===== config.mk =====
export PLATFORM = sky130hd
export DESIGN_NAME = alu_ctrl_gen_pipe
export DESIGN_NICKNAME = d
export VERILOG_FILES = /design/src/rtl/alu_ctrl_gen_pipe_pkg.sv /design/src/rtl/alu_ctrl_lane_map.sv /design/src/rtl/alu_ctrl_gen_pipe.sv
export SDC_FILE = /design/constraint.sdc
export NUM_CORES = 1
export LEC_CHECK = 0
export CAP_MARGIN = 15
export CORE_AREA = 2 2 74 76
export CTS_CLUSTER_SIZE = 12
export DETAILED_ROUTE_END_ITERATION = 16
export DIE_AREA = 0 0 76 78
export SYNTH_ARGS = -nofsm -noshare
export SYNTH_HDL_FRONTEND = slang
export SYNTH_HIERARCHICAL = 1
export SYNTH_SLANG_ARGS = --single-unit

===== constraint.sdc =====
create_clock -name clk -period 2.9 [get_ports clk]
set_input_delay 0.58 -clock clk [delete_from_list [all_inputs] [get_ports clk]]
set_output_delay 0.58 -clock clk [all_outputs]
set_load 0.02 [all_outputs]

===== src/rtl/alu_ctrl_gen_pipe_pkg.sv =====
// Shared opcode/funct encodings and default widths for the ALU funct generator.
package alu_ctrl_gen_pipe_pkg;

    localparam int LANES_DEF   = 1;
    localparam int OP_W_DEF    = 6;
    localparam int FUNCT_W_DEF = 6;
    localparam int CNT_W_DEF   = 16;

    typedef logic [OP_W_DEF-1:0]    op_t;
    typedef logic [FUNCT_W_DEF-1:0] funct_t;

    // Primary opcodes
    localparam op_t OP_SPECIAL = 6'b000000;
    localparam op_t OP_J       = 6'b000010;
    localparam op_t OP_JAL     = 6'b000011;
    localparam op_t OP_BEQ     = 6'b000100;
    localparam op_t OP_BNE     = 6'b000101;
    localparam op_t OP_ADDI    = 6'b001000;
    localparam op_t OP_ADDIU   = 6'b001001;
    localparam op_t OP_SLTI    = 6'b001010;
    localparam op_t OP_SLTIU   = 6'b001011;
    localparam op_t OP_ANDI    = 6'b001100;
    localparam op_t OP_ORI     = 6'b001101;
    localparam op_t OP_XORI    = 6'b001110;
    localparam op_t OP_LUI     = 6'b001111;
    localparam op_t OP_LB      = 6'b100000;
    localparam op_t OP_LH      = 6'b100001;
    localparam op_t OP_LW      = 6'b100011;
    localparam op_t OP_LBU     = 6'b100100;
    localparam op_t OP_LHU     = 6'b100101;
    localparam op_t OP_SB      = 6'b101000;
    localparam op_t OP_SH      = 6'b101001;
    localparam op_t OP_SW      = 6'b101011;

    // ALU funct codes
    localparam funct_t FUNCT_NOP  = 6'b000000;
    localparam funct_t FUNCT_ADD  = 6'b100000;
    localparam funct_t FUNCT_ADDU = 6'b100001;
    localparam funct_t FUNCT_AND  = 6'b100100;
    localparam funct_t FUNCT_OR   = 6'b100101;
    localparam funct_t FUNCT_XOR  = 6'b100110;
    localparam funct_t FUNCT_SLT  = 6'b101010;
    localparam funct_t FUNCT_SLTU = 6'b101011;

endpackage


===== src/rtl/alu_ctrl_lane_map.sv =====
// Combinational opcode/funct -> ALU funct map for one lane.
// Define ALU_CTRL_SIGNED_OPS_EN to map ADDI/SLTI to ADD/SLT; otherwise they are illegal.
module alu_ctrl_lane_map
    import alu_ctrl_gen_pipe_pkg::*;
#(
    parameter int OP_W    = OP_W_DEF,
    parameter int FUNCT_W = FUNCT_W_DEF
) (
    input  logic               lane_en,
    input  logic [OP_W-1:0]    op,
    input  logic [FUNCT_W-1:0] funct,
    output logic [FUNCT_W-1:0] alu_funct,
    output logic               illegal
);

    // NOTE: every output gets a default before the case so no path infers a latch.
    always_comb begin
        alu_funct = FUNCT_NOP;
        illegal   = 1'b0;
        if (lane_en) begin
            case (op)
                OP_SPECIAL:                        alu_funct = funct;
                OP_ORI, OP_LUI, OP_JAL:            alu_funct = FUNCT_OR;
                OP_LB, OP_LBU, OP_LH, OP_LHU,
                OP_LW, OP_SB, OP_SH, OP_SW,
                OP_ADDIU:                          alu_funct = FUNCT_ADDU;
                OP_ANDI:                           alu_funct = FUNCT_AND;
                OP_XORI:                           alu_funct = FUNCT_XOR;
                OP_SLTIU:                          alu_funct = FUNCT_SLTU;
                OP_BEQ, OP_BNE, OP_J:              alu_funct = FUNCT_NOP;
`ifdef ALU_CTRL_SIGNED_OPS_EN
                OP_ADDI:                           alu_funct = FUNCT_ADD;
                OP_SLTI:                           alu_funct = FUNCT_SLT;
`endif
                default:                           illegal   = 1'b1;
            endcase
        end
    end

endmodule


===== src/rtl/alu_ctrl_gen_pipe.sv =====
// Multi-lane registered ALU funct generator with a 2-entry skid buffer and
// a saturating illegal-opcode counter.
module alu_ctrl_gen_pipe
    import alu_ctrl_gen_pipe_pkg::*;
#(
    parameter int LANES   = LANES_DEF,
    parameter int OP_W    = OP_W_DEF,
    parameter int FUNCT_W = FUNCT_W_DEF,
    parameter int CNT_W   = CNT_W_DEF
) (
    input  logic                     clk,
    input  logic                     rst,
    input  logic                     flush,
    input  logic                     in_valid,
    output logic                     in_ready,
    input  logic [LANES-1:0]         in_lane_en,
    input  logic [LANES*OP_W-1:0]    in_op,
    input  logic [LANES*FUNCT_W-1:0] in_funct,
    output logic                     out_valid,
    input  logic                     out_ready,
    output logic [LANES-1:0]         out_lane_en,
    output logic [LANES*FUNCT_W-1:0] out_funct,
    output logic [LANES-1:0]         out_illegal,
    output logic [CNT_W-1:0]         illegal_cnt
);

    localparam int               SUM_W   = CNT_W + 3;
    localparam logic [CNT_W-1:0] CNT_MAX = '1;

    logic [LANES*FUNCT_W-1:0] map_funct;
    logic [LANES-1:0]         map_illegal;

    for (genvar i = 0; i < LANES; i++) begin : g_lane
        alu_ctrl_lane_map #(
            .OP_W    (OP_W),
            .FUNCT_W (FUNCT_W)
        ) u_map (
            .lane_en   (in_lane_en[i]),
            .op        (in_op[i*OP_W +: OP_W]),
            .funct     (in_funct[i*FUNCT_W +: FUNCT_W]),
            .alu_funct (map_funct[i*FUNCT_W +: FUNCT_W]),
            .illegal   (map_illegal[i])
        );
    end

    logic                     skid_valid;
    logic [LANES-1:0]         skid_lane_en;
    logic [LANES*FUNCT_W-1:0] skid_funct;
    logic [LANES-1:0]         skid_illegal;
    logic                     accept;
    logic                     main_free;

    // Ready comes straight from a flop, so no combinational path from out_ready.
    assign in_ready  = ~skid_valid;
    assign accept    = in_valid & in_ready & ~flush;
    assign main_free = ~out_valid | out_ready;

    // NOTE: sequential state uses non-blocking assignments so all flops update together.
    always_ff @(posedge clk) begin
        if (rst) begin
            out_valid   <= 1'b0;
            out_lane_en <= '0;
            out_funct   <= '0;
            out_illegal <= '0;
            skid_valid  <= 1'b0;
        end else if (flush) begin
            out_valid  <= 1'b0;
            skid_valid <= 1'b0;
        end else if (skid_valid) begin
            if (out_ready) begin
                out_lane_en <= skid_lane_en;
                out_funct   <= skid_funct;
                out_illegal <= skid_illegal;
                skid_valid  <= 1'b0;
            end
        end else if (accept) begin
            if (main_free) begin
                out_valid   <= 1'b1;
                out_lane_en <= in_lane_en;
                out_funct   <= map_funct;
                out_illegal <= map_illegal;
            end else begin
                skid_valid <= 1'b1;
            end
        end else if (out_ready) begin
            out_valid <= 1'b0;
        end
    end

    // NOTE: skid payload needs no reset; skid_valid alone qualifies it.
    always_ff @(posedge clk) begin
        if (accept && !main_free) begin
            skid_lane_en <= in_lane_en;
            skid_funct   <= map_funct;
            skid_illegal <= map_illegal;
        end
    end

    logic [2:0]       inc;
    logic [SUM_W-1:0] cnt_sum;

    always_comb begin
        inc = '0;
        for (int i = 0; i < LANES; i++) begin
            inc = inc + {2'b00, map_illegal[i]};
        end
        cnt_sum = {3'b000, illegal_cnt} + SUM_W'(inc);
    end

    // Counted at acceptance, so beats later discarded by flush still count.
    always_ff @(posedge clk) begin
        if (rst) begin
            illegal_cnt <= '0;
        end else if (accept) begin
            if (cnt_sum > {3'b000, CNT_MAX}) illegal_cnt <= CNT_MAX;
            else                             illegal_cnt <= cnt_sum[CNT_W-1:0];
        end
    end

endmodule


==> key figures <==
Status
  – Outcome: complete, no violations

Timing
  – Worst-Margin Slew: 0.649 ns
  – # setup viols final: 0
  – Fmax achieved: 369 MHz
  – Min Tclk post-route: 2.71 ns
  – Setup TNS: 0 ns
  – Slew HR: 56.7%
  – Final Max Tran Viols: 0
  – Worst Skew: 0.00843 ns
  – Period utilization: 93.4%
  – Final Hold Viols: 0

Yosys
  – Synthesized area per cell: 9.89 um^2
  – Mapped Area: 0.00179 mm^2
  – Yosys top cell by area: dfxtp_1
  – Post-synthesis compound-gate area fraction: 16.4%
  – FFs w/ async S/R, synth: 0%
  – Synth Net Count: 201
  – Post-synth top area share: 29.1%
  – Distinct cells, synth: 54
  – Number of synthesized flops with an enable pin: 8
  – Post-Synth Adder-Cell Area: 1.40%
  – Sequential share of the synthesized area: 42.5%
  – Xor/xnor cell area share of the yosys netlist: 4.89%
  – Main synth FF type: dfxtp_1
  – Seq cells post-synth: 34
  – Cells after Synth: 181
  – Dominant combinational cell family by area after synthesis: simple AND/OR/NAND/NOR gates
  – Number of warning messages in the yosys log: 6
  – Mux contribution to synthesized area: 5.66%
  – Top cells by area, synth: dfxtp_1, edfxtp_1, mux2i_1
  – Simple-gate area share of the yosys netlist: 26.0%

Detailed routing
  – Vias post-DR: 1530
  – Vias/cell: 4.92
  – WL/cell: 12.9 um
  – Iteration count of the initial detailed-routing pass: 4
  – Residual DRC: 0
  – Sum of routed wire length over all layers: 4020 um
  – Number of routed nets with antenna violations: 0
  – Drt first-iter violations: 25

Placement
  – Port Buffers: 43
  – Post-DP HPWL: 2950 um
  – Gpl congestion: 0.775
  – Cells after DPL: 301
  – Placed cell areas: 0.00237 mm^2

Min path
  – HP Class: reg -> reg
  – Hold path start: out_funct[2]$_SDFFE_PP0P_

Final layout
  – Post-Layout Cell Count: 311
  – Layout area overhead: 43.0%
  – N_diodes: 0
  – Layout cells sized above 1: 20.3%
  – Final Instance Area: 0.00256 mm^2
  – FILL cells: 468
  – Layout Nets: 260

Power and ir drop
  – Cell Pwr Density: 410 mW/mm^2
  – IR drop worst, VDD: 0.182 mV
  – Leak: 0.854 nW
  – Total power: 1.05 mW

Clock tree
  – Worst-Skew Late Latency: 0.28 ns
  – Num Clock Sinks: 34
  – Clock transition at the registers of the reported paths: 0.07 ns
  – CTS Hold Bufs: 0
  – CTS buffer count: 5
  – H-tree Lvls: 2
  – TritonCTS clock tree: done
  – CTS root buf: clkbuf_8
  – Maximum buffer depth of the clock tree: 2

Critical path
  – Slowest cell on the critical path: clkdlybuf4s50_1
  – Worst Setup End Kind: register
  – Worst EP required: 3.07 ns
  – CP peak stage delay: 0.42 ns
  – Arrival time worst endpoint: 2.88 ns
  – FF-to-FF Start: skid_valid$_SDFF_PP0_
  – CP bufs+invs: 1
  – Crit path from: in_op[1]
  – Startpoint Class: primary input
  – Crit path max-delay family: simple AND/OR/NAND/NOR gates
  – Setup CP Type: in -> reg
  – CP max FO: 6
  – Critical-path cell list: clkdlybuf4s50_1 -> or3_4 -> o21ai_0 -> o21ai_1 -> a21boi_2 -> ha_2 -> nand4bb_4 -> nor4_2 -> xnor2_1 -> a21oi_2

Die
  – Die W: 76 um
  – Die area: 0.00593 mm^2
  – Die H: 78 um
  – Row Count: 26
  – Initial Utilization: 35.5%
  – Core Box Area: 0.00504 mm^2
  – IO Pins: 44

Job
  – Max Cap Viol: 0

GRT
  – Overall Global Routing Usage: 14.4%
  – First-pass GRT wire length: 6910 um
  – Initial antenna violation count: 0
  – Grt total ovfl: 0
  – Vias in the first global route: 1474
  – Largest net degree at the start of global routing: 17
layout make-up:
type | count | area [um^2] | share of cell area, %
clock buffer | 5 | 68.8 | 2.69
clock inverter | 3 | 40.0 | 1.56
inverter | 5 | 18.8 | 0.733
multi-input combinational | 135 | 1030 | 40.1
sequential | 34 | 761 | 29.7
tap | 70 | 87.6 | 3.42
timing repair buffer | 59 | 558 | 21.8
worst reg2reg max path, delay by kind of cell (launching register included):
kind / cells / cell delay, ns
flops: 1 / 0.51
simple gates: 2 / 0.93
power by group:
group          internal (mW)  switching (mW)
registers              0.493         0.00584
clock network          0.253           0.167
logic                 0.0684          0.0617
cell usage in the layout (no fill, tap or decap), drive strengths merged, types with 2 or more instances in the layout:
cell type	instances
nand2	10
a31oi	3
clkdlybuf4s50	43
nand4	3
a21oi	14
dfxtp	26
edfxtp	8
clkbuf	5
nor3	10
nor2b	4
inv	5
buf	16
a21boi	3
o21ai	4
mux2i	9
nand3	8
xnor2	7
clkinv	2
ha	2
a32o	2
nor4	6
xor2	3
nand4bb	2
nor2	16
a211oi	11
repair_timing:
item,in CTS,in global routing
gates resized for setup,0,15
setup buffers,0,2
setup endpoints to repair,0,12
registers in the layout (all words and copies together) (netlist names):
signal and flops:
skid_funct 6, out_funct 6, skid_valid 1, out_lane_en 1, out_illegal 1, out_valid 1
skid_illegal 1, illegal_cnt 16, skid_lane_en 1
synth_stat cells (2+ instances only):
cell / number
nand3_1: 7
a21boi_1: 2
mux2i_1: 9
nor3_2: 2
nand2_1: 9
o21ai_0: 3
inv_1: 5
xor2_1: 3
a21oi_1: 14
clkbuf_1: 3
a32o_1: 2
a31oi_1: 3
ha_1: 2
nor3_1: 7
edfxtp_1: 8
nor2b_1: 3
nand4_2: 2
dfxtp_1: 26
nor2_1: 16
nor4_1: 4
nor4_4: 2
a211oi_1: 11
xnor2_1: 7
through the flow:
| step | setup slack [ns] | hold slack [ns] | utilization [%] |
|---|---|---|---|
| 2_1_floorplan | 0.290 | 0.570 | - |
| 3_3_place_gp | -0.171 | 0.490 | 47.1 |
| 3_5_place_dp | -0.196 | 0.495 | 47.1 |
| 4_1_cts | 0.0981 | 0.504 | 49.3 |
| 5_1_grt | -0.00215 | 0.515 | 50.8 |
| 6_report | 0.191 | 0.500 | 50.8 |
path summary, 6_finish.rpt:
| check | endpoint | slack [ns] | cells after the start |
|---|---|---|---|
| worst min register to register | out_funct[2]$_SDFFE_PP0P_ | 0.50 | 2 |
| worst max-delay path | illegal_cnt[11]$_SDFFE_PP0P_ | 0.19 | 10 |
| worst max register to register | skid_funct[4]$_DFFE_PP_ | 1.12 | 2 |
| worst min-delay path | out_funct[2]$_SDFFE_PP0P_ | 0.50 | 2 |
per-layer routing:
metal / global-route usage, % / vias up / wire length, um
li1: - / 796 / -
met1: 19.1 / 704 / 1940
met2: 22.9 / 26 / 1910
met3: 3.84 / 4 / 130
met4: 4.91 / 0 / 44
met5: 0 / - / 0
cell families (layout without fill, tap and decap cells):
logic type | count (synthesis) | after routing
mux | 10 | 10
simple gates | 69 | 69
buf+inv | 12 | 72
fa+ha+maj | 2 | 2
compound gates | 44 | 44
flops | 34 | 34
xor+xnor | 10 | 10
(Power assumes the default switching activity.)
